File: src/rtl/irq_prio_ctrl.sv
// Parametrised 68k interrupt controller: edge-latched sources, fixed priority encode to nIPL.
// Optional IRQ_MASK_EN adds a writable per-source enable mask (default build: mask fixed all ones).
module irq_prio_ctrl #(
   parameter int unsigned NUM_IRQ = 3,
   parameter int unsigned ID_W    = 3
) (
   input  logic               CLK,
   input  logic               nRESET,
   input  logic [NUM_IRQ-1:0] IRQ_SRC,
   input  logic               WR_ACK,
   input  logic [NUM_IRQ-1:0] ACK_BITS,
   input  logic               WR_MASK,
   input  logic [NUM_IRQ-1:0] MASK_BITS,
   output logic [NUM_IRQ-1:0] PENDING,
   output logic [2:0]         nIPL,
   output logic [ID_W-1:0]    IRQ_ID
);

   localparam int unsigned LVL_W = 3;

   if (NUM_IRQ < 1 || NUM_IRQ > 7 || (1 << ID_W) <= NUM_IRQ) begin : g_bad_param
      $error("irq_prio_ctrl: NUM_IRQ must be 1..7 and 2**ID_W > NUM_IRQ");
   end

   logic [NUM_IRQ-1:0] src_d;
   logic [NUM_IRQ-1:0] rise;
   logic [NUM_IRQ-1:0] ack_clr;
   logic [NUM_IRQ-1:0] mask;
   logic [NUM_IRQ-1:0] eff;
   logic [LVL_W-1:0]   win_lvl;
   logic [ID_W-1:0]    win_idx;

   assign rise    = IRQ_SRC & ~src_d;
   assign ack_clr = {NUM_IRQ{WR_ACK}} & ACK_BITS;
   assign eff     = PENDING & mask;

   // Edge detect and pending latches; a new rise beats a same-cycle ack.
   always_ff @(posedge CLK or negedge nRESET) begin
      if (!nRESET) begin
         src_d   <= '0;
         PENDING <= '0;
      end else begin
         src_d   <= IRQ_SRC;
         PENDING <= rise | (PENDING & ~ack_clr);
      end
   end

`ifdef IRQ_MASK_EN
   always_ff @(posedge CLK or negedge nRESET) begin
      if (!nRESET) begin
         mask <= '1;
      end else if (WR_MASK) begin
         mask <= MASK_BITS;
      end
   end
`else
   logic unused_mask_inputs;
   assign mask               = '1;
   assign unused_mask_inputs = ^{WR_MASK, MASK_BITS};
`endif

   // Lowest enabled index wins; scanning downward lets the lowest overwrite the rest.
   always_comb begin
      win_lvl = '0;
      win_idx = ID_W'(NUM_IRQ);
      for (int i = int'(NUM_IRQ) - 1; i >= 0; i--) begin
         if (eff[i]) begin
            win_lvl = LVL_W'(int'(NUM_IRQ) - i);
            win_idx = ID_W'(i);
         end
      end
   end

   always_ff @(posedge CLK or negedge nRESET) begin
      if (!nRESET) begin
         nIPL   <= 3'b111;
         IRQ_ID <= ID_W'(NUM_IRQ);
      end else begin
         nIPL   <= ~win_lvl;
         IRQ_ID <= win_idx;
      end
   end

endmodule

File: config.mk
export PLATFORM = sky130hd
export DESIGN_NAME = irq_prio_ctrl
export DESIGN_NICKNAME = d
export VERILOG_FILES = /design/src/rtl/irq_prio_ctrl.sv
export SDC_FILE = /design/constraint.sdc
export NUM_CORES = 1
export LEC_CHECK = 0
export BUFFER_PORTS_ARGS = -buffer_cell sky130_fd_sc_hd__buf_2
export CAP_MARGIN = 20
export CORE_AREA = 2 2 39 41
export CTS_CLUSTER_DIAMETER = 80
export DETAILED_ROUTE_END_ITERATION = 8
export DIE_AREA = 0 0 41 43
export PLACE_DENSITY = 0.5
export SLEW_MARGIN = 0
export SYNTH_ARGS = -nofsm -noshare
export SYNTH_HDL_FRONTEND = slang
export SYNTH_SLANG_ARGS = --single-unit
export TNS_END_PERCENT = 30
File: constraint.sdc
create_clock -name CLK -period 0.8 [get_ports CLK]
set_clock_uncertainty 0.1 [all_clocks]
set_input_delay 0.16 -clock CLK [delete_from_list [all_inputs] [get_ports CLK]]
set_output_delay 0.16 -clock CLK [all_outputs]
set_load 0.1 [all_outputs]
==> results.rst <==
.. list-table::
   :header-rows: 1

   * - Metric
     - Value
   * - Outcome
     - finished, violations left
   * - Violated checks
     - negative setup slack
   * - Reg-to-Reg Start
     - PENDING[0]
   * - Port-buffer cells
     - 15
   * - Non-filler cells, final
     - 62
   * - Pins over their slew limit
     - 0
   * - Overall track demand over capacity in global routing
     - 9.03%
   * - Antenna violations before repair
     - 0
   * - Unrepaired setup endpoints after global routing
     - true
   * - Via count of the first global-routing pass
     - 248
   * - Count of buffers added by post-CTS timing repair for setup
     - 0
   * - Number of fill cells in the layout
     - 131
   * - Clk Tree Root Cell
     - clkbuf_4
   * - Bufs and invs on worst path
     - 1
   * - Origin of the worst setup path
     - IRQ_ID[1]
   * - Reg area
     - 221 sq um
   * - Depth of the worst hold-timing path
     - 2
   * - Antenna fix cells
     - 0
   * - Final cycle utilization of the critical path
     - 166%
   * - Vias per std cell
     - 3.79
   * - Top cell family by delay on the critical path
     - flip-flops
   * - Starting density of the core
     - 21.8%
   * - Reported leakage power
     - 0.282 nW
   * - Worst endpoint required time
     - 0.54 ns
   * - Detailed Route WL
     - 540 microns
   * - Area growth from synthesis to final layout
     - 90.0%
   * - Min-delay src
     - IRQ_SRC[1]
   * - Cell with the largest stage delay on the worst path
     - dfstp_4
   * - Period minus WS final
     - 1.33 ns
   * - Sequential-to-total area share from yosys stat
     - 67.2%
   * - Post-DP HPWL
     - 411 microns
   * - PwrDens
     - 2570 nW/um^2
   * - Synthesized net count
     - 39
   * - Arrival time worst endpoint
     - 1.07 ns
   * - Number of distinct standard cells referenced by the synthesized netlist
     - 9
   * - Clock transition at the registers of the reported paths
     - 0.06 ns
   * - Worst path setup slack after routing
     - -0.531 ns
   * - CTS sink cnt
     - 8
   * - Level count of the clock H-tree
     - 1
   * - # nets final
     - 60
   * - Inserted Clock Buffers
     - 3
   * - Worst-case setup slack after placement
     - -0.256 ns
   * - Worst ir drop on vdd
     - 1.06 mV
   * - DRC errors left
     - 0
   * - Total power
     - 1.48 mW
   * - Number of setup violations in the final report
     - 12
   * - Syn Inst Count
     - 26
   * - Largest driver fanout on the critical path
     - 2
   * - Hold EP
     - PENDING[1]
   * - CTS tree
     - built
   * - Routability congestion estimate from global placement
     - 0.629
   * - Ordered list of cells on the worst path
     - buf_12
   * - Number of instances in the placed design
     - 54
   * - Die span in x
     - 41 microns
   * - Critical Path Start Type
     - register
   * - Number of iterations in the first detailed-routing pass
     - 1
   * - Maximum clock path buffer count
     - 2
   * - Number of routed nets with antenna violations
     - 0
   * - Reg2Reg Setup Slack
     - -0.10 ns
   * - Maximum achievable frequency
     - 0.751 GHz
   * - Routed WL per cell
     - 8.71 microns
   * - Multi-input gate area
     - 56.3 sq um
   * - Row count
     - 14
   * - Layout cell share with drive strength beyond 1
     - 56.5%
   * - Worst r2r dst
     - PENDING[0]
   * - Die area
     - 1760 sq um
   * - Path category of the worst min-delay check
     - input pin to register
   * - Endpoint type of the worst setup path
     - output port
   * - Largest net degree at the start of global routing
     - 9
   * - Number of top-level pins
     - 22
   * - Insertion delay of the later-clocked pin in the worst-skew pair
     - 0.25 ns
   * - Global route overflow
     - 0
   * - Die Height
     - 43 microns
   * - Wire length of the first global-routing pass
     - 1.01 mm
   * - Post-synthesis sequential element count
     - 8
   * - Post-synthesis average cell area
     - 11.6 sq um
   * - Hold Violations, Final
     - 0
   * - Delay of the slowest cell on the worst path
     - 0.64 ns
   * - Type of the setup path with the least slack
     - register to output port
   * - Area of the core
     - 1380 sq um
   * - Depth of the most critical reg-to-reg path
     - 1
   * - Vias
     - 235
   * - Number of max-cap violations
     - 0
   * - Post-Syn Area
     - 302 sq um
   * - First-iteration detailed-routing DRC count
     - 0
   * - Warnings, synthesis
     - 0
==> placed cells by master (no fill, tap or decap), drive strengths merged <==
master	synthesis	routed
a21oi	1	1
a22o	3	3
buf	4	16
clkbuf	0	4
conb	2	2
dfrtp	6	6
dfstp	2	2
dlygate4sd3	0	3
dlymetal6s4s	0	1
inv	4	4
nand2	3	3
nor2	1	1
==> metrics by stage <==
step	TNS, ns	area [sq um]	utilization (%)	hold WS (ns)
2_1_floorplan	-2.56	345	-	-0.236
3_3_place_gp	-1.80	498	36.0	-0.0912
3_5_place_dp	-1.84	498	36.0	-0.0892
4_1_cts	-3.83	571	41.2	0.0346
5_1_grt	-4.00	573	41.4	0.0391
6_report	-3.71	573	41.4	0.0374
==> layer usage <==
metal	track usage, %	vias to the layer above	share of wire [%]
met5	0	-	0
li1	-	114	-
met2	12.2	12	49
met1	10.3	109	41
met3	3.66	0	9.6
met4	8.00	0	0
==> sequential cells by signal, summed over array words and instances (netlist names) <==
| name | cells |
|---|---|
| IRQ_ID | 1 |
| nIPL | 1 |
| PENDING | 3 |
| src_d | 3 |
==> cell usage after synthesis (all sizes together) <==
cell   instances  area share [%]
nor2           1             1.2
dfrtp          6              50
buf            4              10
dfstp          2              17
a22o           3             8.7
conb           2             2.5
inv            4             5.0
a21oi          1             1.7
nand2          3             3.7
==> layout make-up <==
| type | instances | area share, % |
|---|---|---|
| inverter | 4 | 2.62 |
| timing repair buffer | 20 | 40.8 |
| tap | 16 | 3.49 |
| sequential | 8 | 38.6 |
| multi-input combinational | 10 | 9.83 |
| clock buffer | 4 | 4.59 |
==> how the worst max path moves through the flow <==
stage                     cells after the start   endpoint  slack, ns
after floorplan                               1    nIPL[0]      -0.45
after global placement                        1  IRQ_ID[1]      -0.25
after detailed placement                      1    nIPL[1]      -0.26
after CTS                                     1    nIPL[1]      -0.54
after global routing                          1    nIPL[1]      -0.56
final                                         1    nIPL[1]      -0.53
==> kinds of logic (layout without fill, tap and decap cells) <==
group,Yosys count,in the layout,share of synthesized area [%]
DFF,8,8,67.2
and+or+nand+nor,4,4,4.98
buffers and inverters,8,28,14.9
other,2,2,2.49
AOI/OAI and AO/OA,4,4,10.4
==> power by group <==
group          leakage (nW)  switching, mW  internal [mW]  total (mW)
clock                0.0150          0.146          0.191       0.337
combinational         0.178          0.402          0.217       0.619
sequential           0.0889         0.0484          0.471       0.519
==> what timing repair did <==
item	CTS	global route
resized for setup	2	1
setup endpoints to repair	12	13
hold buffers	4	0
hold endpoints to repair	11	0
pin swaps	1	0
No activity file was read; power rests on OpenSTA's default activity.
